`config.mk`:
```
export PLATFORM = sky130hd
export DESIGN_NAME = mem_cache_sequencer_flat
export DESIGN_NICKNAME = d
export VERILOG_FILES = /design/src/rtl/mem_cache_sequencer_if.sv /design/src/rtl/mem_cache_sequencer.sv /design/src/flat_wrapper.sv
export SDC_FILE = /design/constraint.sdc
export NUM_CORES = 1
export LEC_CHECK = 0
export BUFFER_PORTS_ARGS = -buffer_cell sky130_fd_sc_hd__buf_2
export CAP_MARGIN = 20
export CORE_AREA = 4 4 143 145
export CTS_BUF_LIST = sky130_fd_sc_hd__clkbuf_2 sky130_fd_sc_hd__clkbuf_4 sky130_fd_sc_hd__clkbuf_8
export DETAILED_ROUTE_END_ITERATION = 10
export DIE_AREA = 0 0 147 149
export GPL_TIMING_DRIVEN = 0
export PLACE_DENSITY_LB_ADDON = 0.2
export SLEW_MARGIN = 20
export SYNTH_ARGS = -nofsm -noshare
export SYNTH_HDL_FRONTEND = slang
export SYNTH_SLANG_ARGS = --single-unit
```
`constraint.sdc`:
```
create_clock -name clk -period 2.1 [get_ports clk]
set_clock_uncertainty 0.1 [all_clocks]
set_input_delay 0.21 -clock clk [delete_from_list [all_inputs] [get_ports clk]]
set_output_delay 0.21 -clock clk [all_outputs]
set_load 0.02 [all_outputs]
```
`src/rtl/mem_cache_sequencer_if.sv`:
```
// Bus bundle between the MEM-stage sequencer and its pipeline, data cache and SRAM controller.
// master = sequencer view, slave = surrounding pipeline/cache/SRAM view.
interface mem_cache_sequencer_if #(
    parameter int PHYS_W = 19,
    parameter int CNT_W  = 16
);
    logic              mem_read;
    logic              mem_write;
    logic [31:0]       addr;
    logic [31:0]       wdata;
    logic              ready;
    logic [31:0]       rdata;

    logic              cache_re;
    logic              cache_we;
    logic              cache_inv;
    logic [PHYS_W-1:0] cache_addr;
    logic [63:0]       cache_wdata;
    logic              cache_hit;
    logic [31:0]       cache_rdata;

    logic              sram_re;
    logic              sram_we;
    logic [PHYS_W-1:0] sram_addr;
    logic [31:0]       sram_wdata;
    logic [63:0]       sram_rdata;
    logic              sram_ready;

    logic [CNT_W-1:0]  hit_cnt;
    logic [CNT_W-1:0]  miss_cnt;

    modport master (
        input  mem_read, mem_write, addr, wdata,
        input  cache_hit, cache_rdata,
        input  sram_rdata, sram_ready,
        output ready, rdata,
        output cache_re, cache_we, cache_inv, cache_addr, cache_wdata,
        output sram_re, sram_we, sram_addr, sram_wdata,
        output hit_cnt, miss_cnt
    );

    modport slave (
        output mem_read, mem_write, addr, wdata,
        output cache_hit, cache_rdata,
        output sram_rdata, sram_ready,
        input  ready, rdata,
        input  cache_re, cache_we, cache_inv, cache_addr, cache_wdata,
        input  sram_re, sram_we, sram_addr, sram_wdata,
        input  hit_cnt, miss_cnt
    );
endinterface

```
`src/rtl/mem_cache_sequencer.sv`:
```
// MEM-stage sequencer: loads hit in the direct-mapped cache or fetch a 64-bit line from SRAM;
// stores are write-through (invalidate line, write word to SRAM). ready=0 freezes the pipeline.
module mem_cache_sequencer #(
    parameter logic [31:0] BASE_ADDR = 32'd1024,
    parameter int          PHYS_W    = 19,
    parameter int          CNT_W     = 16
) (
    input  logic                  clk,
    input  logic                  rst,
    mem_cache_sequencer_if.master bus
);

    typedef enum logic [1:0] {
        IDLE    = 2'd0,
        RD_MISS = 2'd1,
        WR      = 2'd2
    } state_t;

    function automatic logic [CNT_W-1:0] sat_inc(input logic [CNT_W-1:0] cnt);
        if (&cnt) begin
            return cnt;
        end else begin
            return cnt + {{(CNT_W-1){1'b0}}, 1'b1};
        end
    endfunction

    function automatic logic [31:0] line_word(input logic [63:0] line, input logic upper);
        if (upper) begin
            return line[63:32];
        end else begin
            return line[31:0];
        end
    endfunction

    state_t            state_r;
    state_t            next_s;
    logic [PHYS_W-1:0] phys_s;
    logic [PHYS_W-1:0] phys_r;
    logic [31:0]       wdata_r;
    logic [CNT_W-1:0]  hit_cnt_r;
    logic [CNT_W-1:0]  miss_cnt_r;

    logic              latch_s;
    logic              store_s;
    logic              hit_evt_s;
    logic              miss_evt_s;

    logic              ready_s;
    logic [31:0]       rdata_s;
    logic              cache_re_s;
    logic              cache_we_s;
    logic              cache_inv_s;
    logic [PHYS_W-1:0] cache_addr_s;
    logic [63:0]       cache_wdata_s;
    logic              sram_re_s;
    logic              sram_we_s;
    logic [PHYS_W-1:0] sram_addr_s;
    logic [31:0]       sram_wdata_s;

    // Data-segment relative address; wraps below the base and keeps only the physical width.
    always_comb begin
        phys_s = PHYS_W'(bus.addr - BASE_ADDR);
    end

    // Next-state and strobe decode; waiting states look only at latched request data.
    always_comb begin
        next_s        = state_r;
        ready_s       = 1'b0;
        rdata_s       = 32'h0;
        cache_re_s    = 1'b0;
        cache_we_s    = 1'b0;
        cache_inv_s   = 1'b0;
        cache_addr_s  = {PHYS_W{1'b0}};
        cache_wdata_s = 64'h0;
        sram_re_s     = 1'b0;
        sram_we_s     = 1'b0;
        sram_addr_s   = {PHYS_W{1'b0}};
        sram_wdata_s  = 32'h0;
        latch_s       = 1'b0;
        store_s       = 1'b0;
        hit_evt_s     = 1'b0;
        miss_evt_s    = 1'b0;

        case (state_r)
            IDLE: begin
                if (bus.mem_write) begin
                    cache_inv_s  = 1'b1;
                    cache_addr_s = phys_s;
                    sram_we_s    = 1'b1;
                    sram_addr_s  = phys_s;
                    sram_wdata_s = bus.wdata;
                    latch_s      = 1'b1;
                    store_s      = 1'b1;
                    next_s       = WR;
                end else if (bus.mem_read) begin
                    cache_re_s   = 1'b1;
                    cache_addr_s = phys_s;
                    if (bus.cache_hit) begin
                        ready_s   = 1'b1;
                        rdata_s   = bus.cache_rdata;
                        hit_evt_s = 1'b1;
                    end else begin
                        sram_re_s   = 1'b1;
                        sram_addr_s = {phys_s[PHYS_W-1:3], 3'b000};
                        latch_s     = 1'b1;
                        miss_evt_s  = 1'b1;
                        next_s      = RD_MISS;
                    end
                end else begin
                    ready_s = 1'b1;
                end
            end
            RD_MISS: begin
                sram_re_s   = 1'b1;
                sram_addr_s = {phys_r[PHYS_W-1:3], 3'b000};
                if (bus.sram_ready) begin
                    cache_we_s    = 1'b1;
                    cache_addr_s  = phys_r;
                    cache_wdata_s = bus.sram_rdata;
                    ready_s       = 1'b1;
                    rdata_s       = line_word(bus.sram_rdata, phys_r[2]);
                    next_s        = IDLE;
                end else begin
                    next_s = RD_MISS;
                end
            end
            WR: begin
                sram_we_s    = 1'b1;
                sram_addr_s  = phys_r;
                sram_wdata_s = wdata_r;
                if (bus.sram_ready) begin
                    ready_s = 1'b1;
                    next_s  = IDLE;
                end else begin
                    next_s = WR;
                end
            end
            default: begin
                next_s = IDLE;
            end
        endcase
    end

    // State register.
    always_ff @(posedge clk or negedge rst) begin
        if (!rst) begin
            state_r <= IDLE;
        end else begin
            state_r <= next_s;
        end
    end

    // Request latches captured when an access leaves IDLE.
    always_ff @(posedge clk or negedge rst) begin
        if (!rst) begin
            phys_r  <= {PHYS_W{1'b0}};
            wdata_r <= 32'h0;
        end else begin
            if (latch_s) begin
                phys_r <= phys_s;
            end
            if (store_s) begin
                wdata_r <= bus.wdata;
            end
        end
    end

    // Saturating load hit/miss statistics.
    always_ff @(posedge clk or negedge rst) begin
        if (!rst) begin
            hit_cnt_r  <= {CNT_W{1'b0}};
            miss_cnt_r <= {CNT_W{1'b0}};
        end else begin
            if (hit_evt_s) begin
                hit_cnt_r <= sat_inc(hit_cnt_r);
            end
            if (miss_evt_s) begin
                miss_cnt_r <= sat_inc(miss_cnt_r);
            end
        end
    end

    assign bus.ready       = ready_s;
    assign bus.rdata       = rdata_s;
    assign bus.cache_re    = cache_re_s;
    assign bus.cache_we    = cache_we_s;
    assign bus.cache_inv   = cache_inv_s;
    assign bus.cache_addr  = cache_addr_s;
    assign bus.cache_wdata = cache_wdata_s;
    assign bus.sram_re     = sram_re_s;
    assign bus.sram_we     = sram_we_s;
    assign bus.sram_addr   = sram_addr_s;
    assign bus.sram_wdata  = sram_wdata_s;
    assign bus.hit_cnt     = hit_cnt_r;
    assign bus.miss_cnt    = miss_cnt_r;

endmodule

```
`src/flat_wrapper.sv`:
```
// flat-port wrapper written by rule: the top's interface ports become plain ports
module mem_cache_sequencer_flat 
#(
    parameter logic [31:0] BASE_ADDR = 32'd1024,
    parameter int          PHYS_W    = 19,
    parameter int          CNT_W     = 16
)
  (clk, rst, bus_mem_read, bus_mem_write, bus_addr, bus_wdata, bus_cache_hit, bus_cache_rdata, bus_sram_rdata, bus_sram_ready, bus_ready, bus_rdata, bus_cache_re, bus_cache_we, bus_cache_inv, bus_cache_addr, bus_cache_wdata, bus_sram_re, bus_sram_we, bus_sram_addr, bus_sram_wdata, bus_hit_cnt, bus_miss_cnt);
  mem_cache_sequencer_if #(.PHYS_W(PHYS_W), .CNT_W(CNT_W)) bus_i ();
  input  logic clk;
  input  logic rst;
  input wire logic [$bits(bus_i.mem_read)-1:0] bus_mem_read;
  input wire logic [$bits(bus_i.mem_write)-1:0] bus_mem_write;
  input wire logic [$bits(bus_i.addr)-1:0] bus_addr;
  input wire logic [$bits(bus_i.wdata)-1:0] bus_wdata;
  input wire logic [$bits(bus_i.cache_hit)-1:0] bus_cache_hit;
  input wire logic [$bits(bus_i.cache_rdata)-1:0] bus_cache_rdata;
  input wire logic [$bits(bus_i.sram_rdata)-1:0] bus_sram_rdata;
  input wire logic [$bits(bus_i.sram_ready)-1:0] bus_sram_ready;
  output wire logic [$bits(bus_i.ready)-1:0] bus_ready;
  output wire logic [$bits(bus_i.rdata)-1:0] bus_rdata;
  output wire logic [$bits(bus_i.cache_re)-1:0] bus_cache_re;
  output wire logic [$bits(bus_i.cache_we)-1:0] bus_cache_we;
  output wire logic [$bits(bus_i.cache_inv)-1:0] bus_cache_inv;
  output wire logic [$bits(bus_i.cache_addr)-1:0] bus_cache_addr;
  output wire logic [$bits(bus_i.cache_wdata)-1:0] bus_cache_wdata;
  output wire logic [$bits(bus_i.sram_re)-1:0] bus_sram_re;
  output wire logic [$bits(bus_i.sram_we)-1:0] bus_sram_we;
  output wire logic [$bits(bus_i.sram_addr)-1:0] bus_sram_addr;
  output wire logic [$bits(bus_i.sram_wdata)-1:0] bus_sram_wdata;
  output wire logic [$bits(bus_i.hit_cnt)-1:0] bus_hit_cnt;
  output wire logic [$bits(bus_i.miss_cnt)-1:0] bus_miss_cnt;
  assign bus_i.mem_read = bus_mem_read;
  assign bus_i.mem_write = bus_mem_write;
  assign bus_i.addr = bus_addr;
  assign bus_i.wdata = bus_wdata;
  assign bus_i.cache_hit = bus_cache_hit;
  assign bus_i.cache_rdata = bus_cache_rdata;
  assign bus_i.sram_rdata = bus_sram_rdata;
  assign bus_i.sram_ready = bus_sram_ready;
  assign bus_ready = bus_i.ready;
  assign bus_rdata = bus_i.rdata;
  assign bus_cache_re = bus_i.cache_re;
  assign bus_cache_we = bus_i.cache_we;
  assign bus_cache_inv = bus_i.cache_inv;
  assign bus_cache_addr = bus_i.cache_addr;
  assign bus_cache_wdata = bus_i.cache_wdata;
  assign bus_sram_re = bus_i.sram_re;
  assign bus_sram_we = bus_i.sram_we;
  assign bus_sram_addr = bus_i.sram_addr;
  assign bus_sram_wdata = bus_i.sram_wdata;
  assign bus_hit_cnt = bus_i.hit_cnt;
  assign bus_miss_cnt = bus_i.miss_cnt;
  mem_cache_sequencer #(.BASE_ADDR(BASE_ADDR), .PHYS_W(PHYS_W), .CNT_W(CNT_W)) u_core (.clk(clk), .rst(rst), .bus(bus_i));
endmodule
```
# After elaboration in Yosys (flattened, before gate mapping)
# Index checks and enable logic that the tools add are counted.
[totals]
regBits = 85
inputBits = 166
output_inout_bits = 204
word_cells = 67
[op_classes]
n_addsub = 3
n_eq_ne = 4
n_mux = 46
bitwise_logic = 2
n_reduce_logical = 7
[op_table]
columns = ["op", "count"]
rows = [
  ["$mux 32", 6],
  ["$mux 64", 2],
  ["$pmux 32 s2", 2],
  ["$mux 19", 6],
  ["$pmux 19 s3", 1],
  ["$pmux 19 s2", 1],
  ["$add 16x1->16 const B", 2],
  ["$reduce_and 16->1", 2],
  ["$mux 1", 20],
  ["$sub 19x11->19 const B", 1],
  ["$mux 2", 4],
  ["$ne 3x3->1 const B", 2],
  ["$pmux 1 s2", 3],
  ["$pmux 2 s3", 1],
  ["$reduce_and 2->1", 3],
  ["$eq 2x1->1 const B", 1],
  ["$eq 2x2->1 const B", 1],
  ["$logic_not 2->1", 1],
  ["$not 1->1", 2],
  ["$reduce_or 2->1", 1],
]

# Longest topological paths before layout
[logic_depth]
depth_word = 5
depth_mapped = 8
depth_no_buf = 6

# Worst setup path after synthesis
# OpenSTA, ideal clock, no wires.
[synth_path]
kind = "reg2out"
startpoint = "reg u_core.state_r[0]"
endpoint = "out bus_sram_wdata[0]"
arrival_ns = 1.828
path_slack_ns = -0.038
stages_incl_launch_ff = 8
n_path_buf = 3
cell_sequence = "dfrtp_1 > inv_1 > ha_1 > buf_2 > and2_1 > clkbuf_1 > clkbuf_1 > a22o_1"
[synth_between]
elab_chain_cells = 2
word_cells_on_any_way = 3
[synth_rtl]
columns = ["element", "line", "source"]
rows = [
  ["from (decl)", "mem_cache_sequencer.sv:35", "state_t state_r;"],
  ["from (signal assigned)", "mem_cache_sequencer.sv:149", "state_r <= next_s;"],
  ["$eq 2x2->1 / $logic_not 2->1 (equally long branches)", "mem_cache_sequencer.sv:84", "case (state_r)"],
  ["$pmux 32 s2 (*)", "mem_cache_sequencer.sv:84", ""],
  ["to (decl)", "flat_wrapper.sv:30", "output wire logic [$bits(bus_i.sram_wdata)-1:0] bus_sram_wdata;"],
]
# Every way passes the cells marked *; elsewhere a longest branch is shown, timed or not.

# Worst setup path after layout
[layout_path]
startpoint = "reg u_core.state_r[0]"
endpoint = "out bus_rdata[25]"
[layout_between]
elab_chain_cells = 2
word_cells_on_any_way = 3
[layout_rtl]
columns = ["element", "line", "source"]
rows = [
  ["$eq 2x1->1 / $logic_not 2->1 (equally long branches)", "mem_cache_sequencer.sv:84", ""],
  ["$pmux 32 s2 (*)", "mem_cache_sequencer.sv:84", ""],
  ["to (decl)", "flat_wrapper.sv:21", "output wire logic [$bits(bus_i.rdata)-1:0] bus_rdata;"],
]
# Marks and branches as above.

==> impl_metrics.json <==
{
  "p_leak_nw": 5.67,
  "final_max_slew_viol_count": 0,
  "grt_pass1_wl_um": 40600,
  "io_buffer_count": 355,
  "fin_cells": 1380,
  "drive_gt1_share_pct": 57.5,
  "drv_cap": 0,
  "power_density_nw_per_um2": 1160,
  "violations": "setup timing",
  "die-area_um2": 21900,
  "synth_ff_type": "dfrtp_1",
  "setup_violations": 135,
  "tightest_slew_ns": 0.568,
  "syn_nets": 820,
  "cp_max_fo": 5,
  "required_ns": 1.79,
  "nFillCells": 1688,
  "pre_cts_slack_ns": -0.687,
  "worst_hold_slack_ns": 0.0684,
  "cts_max_level": 3,
  "rsz0062_at_grt": "true",
  "synth-edff-count": 0,
  "firstDrtPassIters": 4,
  "finalHoldViolations": 0,
  "setup_ws_ns": -0.252,
  "fin_nets": 1277,
  "clock_latency_ns": 0.37,
  "die_w_um": 147,
  "async_flop_share_pct": 100,
  "grt_start_max_net_pins": 61,
  "die_y_um": 149,
  "drt-total-wl_um": 28100,
  "io-pin-count": 370,
  "start_util_pct": 30.2,
  "grt_antenna_before_repair": 6,
  "drc": 0,
  "grt_pass1_vias": 7022,
  "synth_seq_area_share_pct": 36.6,
  "synth_cell_types": 51,
  "ant_nets": 0,
  "syn2layout_area_growth_pct": 88.7,
  "gp_congestion": 0.922,
  "synth_seq_cells": 85,
  "dr.first_iter.drc_count": 263,
  "clockBufferDepth": 2,
  "syn_area_per_cell_um2": 8.98,
  "num_vias": 7016,
  "timing.setup.critical_path_class": "register to primary output",
  "syn-cell-area_um2": 5810,
  "cp.arrival_ns": 2.04,
  "grt-ovfl-total": 0,
  "routedWlPerCell_um": 20.4,
  "netlist_instances": 647,
  "min_period_over_period_pct": 112,
  "vdd_drop_max_v": 0.00105,
  "path_clk_slew_ns": 0.11,
  "min_path_type": "input pin to register",
  "ys_warn_count": 0,
  "cts_tree": "done",
  "viasPerCell": 5.08,
  "cp-start-kind": "register",
  "cts_root_buf": "clkbuf_8",
  "min_period_ns": 2.35,
  "endpoint_kind": "primary output",
  "status": "finished, violations left",
  "row_count": 51,
  "max_freq_mhz": 425,
  "hpwlAfterDp_um": 19300,
  "core_area_um2": 19200,
  "placed_cells": 1268,
  "relSlewSlack_pct": 62.1,
  "clock_sinks": 85,
  "grt_usage_pct": 23.6,
  "cts_buffers": 9
}
[cell usage in the layout (no fill, tap or decap), types with 9 or more instances in the layout]
cell type and n:
nand3_1 15, xnor2_1 12, a21oi_2 10, clkbuf_8 20, mux2_2 37, buf_2 238
xor2_1 15, nand4_1 9, clkbuf_16 13, nor2_1 11, buf_8 11, and3_1 51
o21ai_2 19, nand2_2 12, mux2i_1 32, and3_4 19, nand2_1 80, a22o_1 40
o21ai_0 23, dfrtp_1 84, buf_4 63, dlygate4sd3_1 43, nand2_4 21, buf_6 101
[sequential cells by signal, summed over array words and instances, names as in the netlist]
register	count
u_core.bus.hit_cnt	16
u_core.bus.miss_cnt	16
u_core.phys_r	19
u_core.state_r	2
u_core.wdata_r	32
[worst paths after layout]
kind                                     from                endpoint  slack (ns)  cells past startpoint
setup / recovery            u_core.state_r[0]           bus_rdata[25]       -0.25                      8
hold / removal                   bus_addr[10]       u_core.phys_r[10]        0.07                      4
setup reg to reg            u_core.state_r[0]  u_core.bus.miss_cnt[9]       -0.11                      8
hold reg to reg            u_core.wdata_r[17]      u_core.wdata_r[17]        0.42                      1
max in group asynchronous                 rst  u_core.bus.miss_cnt[2]        1.11                      3
min in group asynchronous                 rst       u_core.phys_r[12]        0.16                      2
[per-stage QoR]
stage | util [%] | setup TNS [ns] | power, mW | area [µm²]
CTS | 52.3 | -13.77 | 11.8 | 10000
detailed placement | 41.4 | -41.73 | 8.35 | 7950
floorplan | - | 0 | 6.31 | 5810
global route | 57.1 | -28.60 | 13.4 | 11000
global placement | 41.2 | -56.43 | 8.32 | 7920
finish | 57.1 | -15.29 | 12.7 | 11000
[Yosys cell counts, drive strengths merged, types with 2 or more instances]
master | number | share of area, %
and4 | 2 | 0.30
mux2 | 38 | 7.4
dfrtp | 85 | 37
clkbuf | 36 | 2.3
inv | 7 | 0.45
or2 | 3 | 0.32
and2 | 3 | 0.32
nor4b | 2 | 0.30
nor2 | 13 | 0.88
o21a | 3 | 0.39
mux2i | 32 | 5.5
nor3 | 7 | 0.69
nand2 | 113 | 7.3
ha | 7 | 1.5
a22oi | 3 | 0.39
nand3 | 15 | 1.3
nand2b | 5 | 0.54
xor2 | 15 | 2.3
or4 | 2 | 0.32
o211ai | 3 | 0.39
buf | 14 | 1.2
o31ai | 5 | 0.65
xnor2 | 12 | 1.8
nand3b | 3 | 0.39
and3 | 70 | 7.5
a22o | 42 | 6.3
nor3b | 2 | 0.26
nor2b | 3 | 0.32
o21ai | 50 | 4.3
a31oi | 2 | 0.22
nor4 | 10 | 2.3
a21oi | 21 | 1.8
nand4 | 12 | 1.8
[metal layers]
layer / vias up / part of all wire, % / track usage, %
met1: 3403 / 39 / 28.1
li1: 3273 / - / -
met3: 45 / 6.5 / 5.32
met2: 295 / 51 / 41.6
met5: - / 0 / 0
met4: 0 / 3.4 / 9.09
[layout make-up]
cell class | count | area [µm²] | share of cell area (%)
flip-flops and latches | 85 | 2130 | 19.4
clock buffers | 9 | 124 | 1.13
inverters | 7 | 28.8 | 0.263
well taps | 265 | 332 | 3.03
multi-input cells | 506 | 4180 | 38.1
repair buffers | 449 | 3460 | 31.6
diodes | 6 | 15.0 | 0.137
clock inverters | 7 | 128 | 1.16
plain buffers | 46 | 563 | 5.14
[where the power goes]
| group | internal [mW] | switching (mW) |
|---|---|---|
| sequential | 2.22 | 0.456 |
| combinational | 4.18 | 4.38 |
| clock | 0.812 | 0.687 |
[cells by family after synthesis]
| kind of cell | synth area share [%] |
|---|---|
| mux | 12.9 |
| fa+ha+maj | 1.51 |
| compound gates | 14.8 |
| buf+inv | 3.96 |
| xor+xnor | 4.07 |
| simple gates | 26.1 |
| flops | 36.6 |
[worst max-delay path, stage by stage (launching register included)]
cell and delay, ns:
dfrtp_2 0.44, inv_2 0.09, ha_4 0.15, buf_6 0.12, and4b_4 0.39, clkbuf_16 0.21
nand2_2 0.04, o21ai_1 0.07, buf_4 0.16
[what timing repair did]
action                                  CTS  global route
buffers inserted                         19            13
pin swaps                                26            38
gates cloned                             16             3
endpoints found under the setup margin  213           193
hold buffers                             43             0
resized for setup                       330           202
hold endpoints to repair                127             0
Power figures use the tool's default switching activity.
